===== config.mk =====
export PLATFORM = sky130hd
export DESIGN_NAME = ghash_digit_serial_core
export DESIGN_NICKNAME = d
export VERILOG_FILES = /design/src/rtl/ghash_digit_serial_core.sv
export SDC_FILE = /design/constraint.sdc
export NUM_CORES = 2
export LEC_CHECK = 0
export ABC_AREA = 0
export CAP_MARGIN = 30
export CORE_ASPECT_RATIO = 1.75
export CORE_MARGIN = 2
export CORE_UTILIZATION = 32
export DETAILED_ROUTE_END_ITERATION = 7
export DONT_BUFFER_PORTS = 1
export PLACE_DENSITY_LB_ADDON = 0.2
export SLEW_MARGIN = 0
export SYNTH_ARGS = -nofsm -noshare
export SYNTH_HDL_FRONTEND = slang
export SYNTH_SLANG_ARGS = --single-unit

===== constraint.sdc =====
create_clock -name i_clock -period 2.5 [get_ports i_clock]
set_input_delay 0.25 -clock i_clock [delete_from_list [all_inputs] [get_ports i_clock]]
set_output_delay 0.25 -clock i_clock [all_outputs]
set_load 0.01 [all_outputs]

===== src/rtl/ghash_digit_serial_core.sv =====
// GHASH accumulator Y_i = (Y_{i-1} ^ X_i) * H over GF(2^128) with a digit-serial multiplier.
// Optional macro GHASH_BUSY_ERROR_EN adds a sticky o_error flag for blocks offered while busy.
module ghash_digit_serial_core #(
    parameter int unsigned NB_DATA  = 128,
    parameter int unsigned NB_DIGIT = 8
) (
    input  logic               i_clock,
    input  logic               i_reset,
    input  logic [NB_DATA-1:0] i_data_x,
    input  logic [NB_DATA-1:0] i_h_key,
    input  logic               i_valid,
    input  logic               i_start,
    input  logic               i_last,
    output logic               o_ready,
    output logic [NB_DATA-1:0] o_data_y,
    output logic               o_valid
`ifdef GHASH_BUSY_ERROR_EN
    ,
    output logic               o_error
`endif
);

    localparam int unsigned N_DIGITS = NB_DATA / NB_DIGIT;
    localparam int unsigned NB_CNT   = (N_DIGITS > 1) ? $clog2(N_DIGITS) : 1;
    localparam logic [NB_DATA-1:0] R_POLY = {8'hE1, {(NB_DATA-8){1'b0}}};
    localparam logic [NB_CNT-1:0]  CNT_LAST = NB_CNT'(N_DIGITS - 1);

    typedef enum logic [1:0] {
        ST_IDLE,
        ST_MULT,
        ST_DONE
    } state_t;

    state_t              state_q, state_d;
    logic [NB_DATA-1:0]  a_q, a_d;
    logic [NB_DATA-1:0]  z_q, z_d;
    logic [NB_DATA-1:0]  v_q, v_d;
    logic [NB_DATA-1:0]  h_q, h_d;
    logic [NB_DATA-1:0]  acc_q, acc_d;
    logic [NB_CNT-1:0]   cnt_q, cnt_d;
    logic                last_q, last_d;
    logic                ready_d, valid_d;
    logic [NB_DATA-1:0]  data_y_d;
    logic                accept;
    logic [NB_DATA-1:0]  a_work, z_work, v_work;

    assign accept = i_valid & o_ready;

    // Next-state, datapath and output decode.
    always_comb begin
        state_d  = state_q;
        a_d      = a_q;
        z_d      = z_q;
        v_d      = v_q;
        h_d      = h_q;
        acc_d    = acc_q;
        cnt_d    = cnt_q;
        last_d   = last_q;
        a_work   = a_q;
        z_work   = z_q;
        v_work   = v_q;

        case (state_q)
            ST_IDLE: begin
                if (accept) begin
                    a_d     = (i_start ? '0 : acc_q) ^ i_data_x;
                    h_d     = i_start ? i_h_key : h_q;
                    v_d     = i_start ? i_h_key : h_q;
                    z_d     = '0;
                    last_d  = i_last;
                    cnt_d   = '0;
                    state_d = ST_MULT;
                end
            end
            ST_MULT: begin
                // Leading bit of a_work is the next coefficient, x^0 first.
                for (int unsigned j = 0; j < NB_DIGIT; j++) begin
                    if (a_work[NB_DATA-1]) begin
                        z_work = z_work ^ v_work;
                    end
                    v_work = v_work[0] ? ((v_work >> 1) ^ R_POLY) : (v_work >> 1);
                    a_work = a_work << 1;
                end
                a_d   = a_work;
                z_d   = z_work;
                v_d   = v_work;
                cnt_d = cnt_q + NB_CNT'(1);
                if (cnt_q == CNT_LAST) begin
                    acc_d   = z_work;
                    cnt_d   = '0;
                    state_d = last_q ? ST_DONE : ST_IDLE;
                end
            end
            ST_DONE: begin
                state_d = ST_IDLE;
            end
            default: begin
                state_d = ST_IDLE;
            end
        endcase

        ready_d  = (state_d == ST_IDLE);
        valid_d  = (state_d == ST_DONE);
        data_y_d = (state_d == ST_DONE) ? acc_d : o_data_y;
    end

    // State and registered outputs.
    always_ff @(posedge i_clock) begin
        if (i_reset) begin
            state_q  <= ST_IDLE;
            a_q      <= '0;
            z_q      <= '0;
            v_q      <= '0;
            h_q      <= '0;
            acc_q    <= '0;
            cnt_q    <= '0;
            last_q   <= 1'b0;
            o_ready  <= 1'b0;
            o_valid  <= 1'b0;
            o_data_y <= '0;
        end else begin
            state_q  <= state_d;
            a_q      <= a_d;
            z_q      <= z_d;
            v_q      <= v_d;
            h_q      <= h_d;
            acc_q    <= acc_d;
            cnt_q    <= cnt_d;
            last_q   <= last_d;
            o_ready  <= ready_d;
            o_valid  <= valid_d;
            o_data_y <= data_y_d;
        end
    end

`ifdef GHASH_BUSY_ERROR_EN
    // Sticky flag: a block was offered while the core could not take it.
    always_ff @(posedge i_clock) begin
        if (i_reset) begin
            o_error <= 1'b0;
        end else begin
            o_error <= o_error | (i_valid & ~o_ready);
        end
    end
`endif

endmodule


Word level (Yosys, flattened, before mapping)
Cells that the tools add are included.
{ "totals": {"reg_bits": 777} }
{ "op_classes": {"add_sub_neg": 1, "eq_ne": 4, "muxes": 40, "bitwise": 18, "reduce_logical": 5} }
{ "op_table": {"columns": ["operator", "count"], "rows": [
  ["128-bit two-way mux", 30],
  ["128-bit XOR", 9],
  ["128-bit one-hot mux with 2 select lines", 3],
  ["3-bit NOT with 4-bit output", 8],
  ["4-bit two-way mux", 2],
  ["4-bit one-hot mux with 2 select lines", 1],
  ["2-bit two-way mux", 3],
  ["4-bit by 1-bit adder with 4-bit output (second input constant)", 1],
  ["4-bit == test (second input constant)", 1],
  ["2-bit logical NOT", 2],
  ["2-bit one-hot mux with 2 select lines", 1],
  ["2-bit AND reduction", 2],
  ["2-bit by 1-bit == test with 1-bit output (second input constant)", 1],
  ["2-bit == test (second input constant)", 1],
  ["2-bit != test (second input constant)", 1],
  ["2-bit nonzero test", 1],
  ["1-bit bitwise AND", 1]
]} }

Depth between registers and ports, before layout
{ "depth": {"word_depth": 25, "ltp_mapped": 10, "depth_no_buf": 7} }

Least setup slack after synthesis
OpenSTA, ideal clock, no wires.
{ "synth_timing": {"path_kind": "reg-to-reg", "start": "register v_q[0]", "end": "register acc_q[120]", "setup_time_ps": 70, "t_arrival_ps": 1947, "t_required_ps": 2430, "setup_slack_ps": 483, "stages_incl_launch_ff": 8, "path_buffers": 0, "cell_sequence": "dfxtp_1 xor3_4 nand2_1 xnor3_1 xnor3_1 xnor2_1 nand2_1 a21oi_1"} }
{ "synth_via": {"elab_chain_cells": 23, "elab_cells_between_ends": 32, "cone_classes": "mux (22); bitwise (10)"} }
{ "synth_rtl": {"columns": ["item", "line", "text"], "rows": [
  ["from (decl)", "37", "logic [NB_DATA-1:0] v_q, v_d;"],
  ["from (signal assigned)", "125", "v_q <= v_d;"],
  ["128-bit two-way mux (*)", "81", "v_work = v_work[0] ? ((v_work >> 1) ^ R_POLY) : (v_work >> 1);"],
  ["128-bit XOR", "79", "z_work = z_work ^ v_work;"],
  ["128-bit two-way mux", "78", "if (a_work[NB_DATA-1]) begin"],
  ["128-bit two-way mux", "63", "case (state_q)"],
  ["128-bit XOR", "79", null],
  ["128-bit two-way mux", "78", null],
  ["128-bit two-way mux", "63", null],
  ["128-bit XOR", "79", null],
  ["[7 not listed]", null, null],
  ["128-bit two-way mux", "63", null],
  ["128-bit XOR", "79", null],
  ["128-bit two-way mux", "78", null],
  ["128-bit two-way mux", "63", null],
  ["128-bit XOR", "79", null],
  ["128-bit two-way mux (*)", "78", null],
  ["128-bit two-way mux (*)", "88", "if (cnt_q == CNT_LAST) begin"],
  ["128-bit two-way mux (*)", "63", null],
  ["to (signal assigned)", "115", "acc_q <= '0;"],
  ["to (signal assigned)", "127", "acc_q <= acc_d;"],
  ["to (decl)", "39", "logic [NB_DATA-1:0] acc_q, acc_d;"]
]} }
Mark *: on every way between the ends. The rest lies on a longest branch, timed or not. The select of a mux whose other input is x is not followed.
A chain may end at the register's enable or synchronous reset.

Final worst setup path
{ "layout_timing": {"start": "input port i_reset", "end": "register h_q[40]"} }
{ "layout_rtl": {"columns": ["item", "line", "text"], "rows": [
  ["from (decl)", "8", "input logic i_reset,"],
  ["to (signal assigned)", "114", "h_q <= '0;"],
  ["to (signal assigned)", "126", "h_q <= h_d;"],
  ["to (decl)", "38", "logic [NB_DATA-1:0] h_q, h_d;"]
]} }
No word-level cell between the ends.

==> impl_metrics.csv <==
group,metric,value,unit
cells_and_area,drive_above_1_share,6.67,%
sta,fin_crit,2.81,ns
worst_hold_path,hold_path.class,"input pin to flop",
status,status,"complete, but fails checks",
detailed_routing,drtIter0Drc,2831,
setup_path,critPathKind,"input pin to flop",
die,core_area,141000,um^2
setup_path,worst_r2r_startpoint,"state_q[1]",
die,floorplan.die_area,145000,um^2
logic_synthesis,synth.distinct_cells,42,
sta,actual_transition_at_the_worst_max_transition_pin,3.82,ns
setup_path,highest_cell_delay_on_the_worst_timing_path,0.77,ns
sta,setup_ws,-0.312,ns
worst_hold_path,worst_hold_path.endpoint,"acc_q[20]",
logic_synthesis,synth_top_cells_by_count,"1,293 x sky130_fd_sc_hd__nor2_1, 1,106 x sky130_fd_sc_hd__nand2_1, 777 x sky130_fd_sc_hd__dfxtp_1, 691 x sky130_fd_sc_hd__xnor2_1, 440 x sky130_fd_sc_hd__clkbuf_1",
setup_path,data_required_time_of_the_worst_path,3.14,ns
cells_and_area,multi_input_area,27700,um^2
global_routing,grt_first_pass_wirelength,250,mm
setup_path,arrival,3.45,ns
global_routing,grt_start_max_net_pins,784,
status,failed_checks,"hold timing, slew limit, setup timing",
clock_tree,cts_buffers,83,
worst_hold_path,holdCritStartpoint,"i_reset",
global_routing,antenna_found_initial,10,
setup_path,critical_path_peak_fanout,783,
place,place.gp.congestion,0.870,
place,numPortBuffers,0,
die,die-height,502,um
detailed_routing,drt-vias-per-instance,5.05,
detailed_routing,route.detailed.drc,0,
logic_synthesis,mappedNetlistArea,45400,um^2
logic_synthesis,seq_area_frac_synth,34.3,%
logic_synthesis,post_synth_main_area_contributors,"sky130_fd_sc_hd__dfxtp_1 34%, sky130_fd_sc_hd__xnor2_1 13%, sky130_fd_sc_hd__nor2_1 11%",
job,max_cap_violations,0,
power_and_ir_drop,power_per_cell_area,547,nW/um^2
logic_synthesis,syn_avg_cell_area,7.64,um^2
setup_path,crit_path_launch_type,"input pin",
place,dp_hpwl,112,mm
logic_synthesis,postSynthNetCount,6199,
detailed_routing,finalWirelength,174,mm
setup_path,critPathBufInv,1,
clock_tree,cts_tree,"done",
sta,holdWs,-0.346,ns
setup_path,worstPathCellList,"nor2_1, dlygate4sd3_1",
die,placement_rows,182,
setup_path,critical_path.slowest_cell,"sky130_fd_sc_hd__nor2_1",
die,ios,391,
sta,fmaxAchievable,356,MHz
sta,timing.clock.skew,0.0205,ns
sta,final_hold_viol_count,106,
setup_path,r2r.worst_path.cells,8,
logic_synthesis,synthArstFlopShare,0,%
power_and_ir_drop,p_leak,20.5,nW
logic_synthesis,postSynth.topFlopCell,"sky130_fd_sc_hd__dfxtp_1",
power_and_ir_drop,power.ir.vdd_worst,0.543,mV
setup_path,timing.rr.end,"v_q[76]",
clock_tree,clock_sink_count,777,
setup_path,cpLargestDelayFamily,"simple AND/OR/NAND/NOR gates",
sta,fin_crit_sh,112,%
logic_synthesis,ys_warn_count,0,
logic_synthesis,synth_area_leader_cell,"sky130_fd_sc_hd__dfxtp_1",
die,starting_density_of_the_core,32.2,%
sta,max-slew-margin-rel,-154,%
logic_synthesis,most_repeated_cell_in_the_gate_level_netlist_after_synthesis,"sky130_fd_sc_hd__nor2_1",
setup_path,critical_path.endpoint_type,"flop",
logic_synthesis,synth.top_cell.area_share,34.3,%
cells_and_area,area_growth_syn_to_layout,22.3,%
cells_and_area,final.fill_count,14499,
place,placement.setup.worst_slack,0.112,ns
setup_path,r2r_slack,0.02,ns
logic_synthesis,ys_ff_latch,777,
clock_tree,insertion_delay,0.70,ns
clock_tree,clk_pin_slew,0.07,ns
worst_hold_path,worst_hold_path.num_cells,1,
detailed_routing,routed-via-count,40533,
global_routing,number_of_global_route_vias_before_repair,39165,
clock_tree,cts.root.buffer_cell,"sky130_fd_sc_hd__clkbuf_16",
detailed_routing,drt_pre_antenna_iters,6,
logic_synthesis,synth_cells,5937,
logic_synthesis,synth-edff-count,0,
setup_path,timing.critical_path.from,"i_reset",
cells_and_area,layout.area.seq,15600,um^2
cells_and_area,nets,6374,
clock_tree,clock_path_buffers,3,
detailed_routing,antenna_violating_nets_post_route,0,
global_routing,grt_use_total,22.6,%
die,dieWidth,289,um
global_routing,global_route.overflow_total,0,
sta,report.final.slew_viol_count,511,
detailed_routing,routedWlPerCell,21.7,um
clock_tree,cts_htree_levels,3,
sta,setup_viol,96,
[state kept, by name (all words and copies together), names as in the netlist, 2 cells and up]
name / flops
h_q: 128
a_q: 128
state_q: 2
v_q: 128
acc_q: 128
cnt_q: 4
z_q: 128
o_data_y: 128
[placed cells by master (no fill, tap or decap), types with 6 or more instances in the layout]
cell / synthesis / final
sky130_fd_sc_hd__dlygate4sd3_1: 0 / 427
sky130_fd_sc_hd__mux2i_1: 124 / 124
sky130_fd_sc_hd__clkinv_2: 0 / 11
sky130_fd_sc_hd__nand3_1: 37 / 36
sky130_fd_sc_hd__a211oi_1: 12 / 12
sky130_fd_sc_hd__o21a_1: 33 / 33
sky130_fd_sc_hd__dfxtp_2: 0 / 11
sky130_fd_sc_hd__diode_2: 0 / 7
sky130_fd_sc_hd__clkbuf_8: 1 / 17
sky130_fd_sc_hd__clkbuf_16: 0 / 98
sky130_fd_sc_hd__nand2_1: 1106 / 1105
sky130_fd_sc_hd__o211ai_1: 6 / 6
sky130_fd_sc_hd__dfxtp_4: 0 / 8
sky130_fd_sc_hd__buf_12: 0 / 40
sky130_fd_sc_hd__o31ai_1: 6 / 6
sky130_fd_sc_hd__nand2b_1: 12 / 11
sky130_fd_sc_hd__xnor2_1: 691 / 687
sky130_fd_sc_hd__clkbuf_1: 440 / 11
sky130_fd_sc_hd__clkinvlp_4: 0 / 8
sky130_fd_sc_hd__a221oi_1: 236 / 235
sky130_fd_sc_hd__dfxtp_1: 777 / 758
sky130_fd_sc_hd__a21oi_1: 394 / 394
sky130_fd_sc_hd__nor2b_1: 123 / 122
sky130_fd_sc_hd__xor2_1: 249 / 249
sky130_fd_sc_hd__buf_4: 1 / 156
sky130_fd_sc_hd__xnor3_1: 114 / 110
sky130_fd_sc_hd__a31oi_1: 116 / 116
sky130_fd_sc_hd__nor2_1: 1293 / 1287
sky130_fd_sc_hd__bufinv_16: 0 / 9
sky130_fd_sc_hd__nor3_1: 9 / 9
sky130_fd_sc_hd__buf_16: 0 / 8
[layout make-up]
class | instances | area share (%)
multi-input combinational | 4596 | 50.0
sequential | 777 | 28.1
timing repair buffer | 651 | 12.4
clock buffer | 113 | 4.33
tap | 1840 | 4.15
clock inverter | 40 | 0.985
antenna | 7 | 0.0316
inverter | 3 | 0.0203
[layer usage]
| layer | track usage (%) | vias to the layer above | part of all wire, % |
|---|---|---|---|
| li1 | - | 19587 | - |
| met1 | 25.8 | 19521 | 38 |
| met2 | 41.0 | 1127 | 52 |
| met3 | 3.34 | 296 | 5.1 |
| met4 | 10.7 | 2 | 4.8 |
| met5 | 0 | - | 0.0069 |
[through the flow]
stage	power (W)	utilization [%]	std cells	area, um^2	setup TNS (ns)
global placement	0.0163	33.7	7386	47500	0
global route	0.0314	39.4	8027	55500	-0.00516
floorplan	0.0154	-	5937	45400	0
finish	0.0303	39.4	8027	55500	-20.09
CTS	0.0304	38.6	7935	54400	0
detailed placement	0.0163	33.7	7386	47500	0
[repair_timing]
| action | 4_1_cts | 5_1_grt |
|---|---|---|
| gates resized for setup | 0 | 40 |
| hold endpoints to repair | 777 | 297 |
| endpoints found under the setup margin | 0 | 227 |
| hold buffers | 396 | 32 |
| buffers inserted | 0 | 39 |
[cells by family after synthesis]
family | count (synthesis) | share of synthesized area, %
compound gates | 818 | 11.7
xor+xnor | 1056 | 23.9
fa+ha+maj | 1 | 0.0276
buf+inv | 564 | 4.83
flops | 777 | 34.3
mux | 129 | 2.86
simple gates | 2592 | 22.4
[worst max-delay path by stage]
| stage | endpoint | slack [ns] | depth (start not counted) |
|---|---|---|---|
| 2_1_floorplan | acc_q[120] | 0.48 | 7 |
| 3_3_place_gp | o_data_y[124] | 0.21 | 7 |
| 3_5_place_dp | z_q[124] | 0.11 | 7 |
| 4_1_cts | v_q[40] | 0.01 | 8 |
| 5_1_grt | o_data_y[49] | -0.003 | 10 |
| 6_report | h_q[40] | -0.31 | 2 |
[where the power goes]
part / internal (W) / switching, W / leakage (nW)
Sequential: 0.0127 / 0.000494 / 6.29
Combinational: 0.00157 / 0.00200 / 12.8
Clock: 0.00777 / 0.00583 / 1.43
Note: power is estimated with default switching activity, not from simulation.
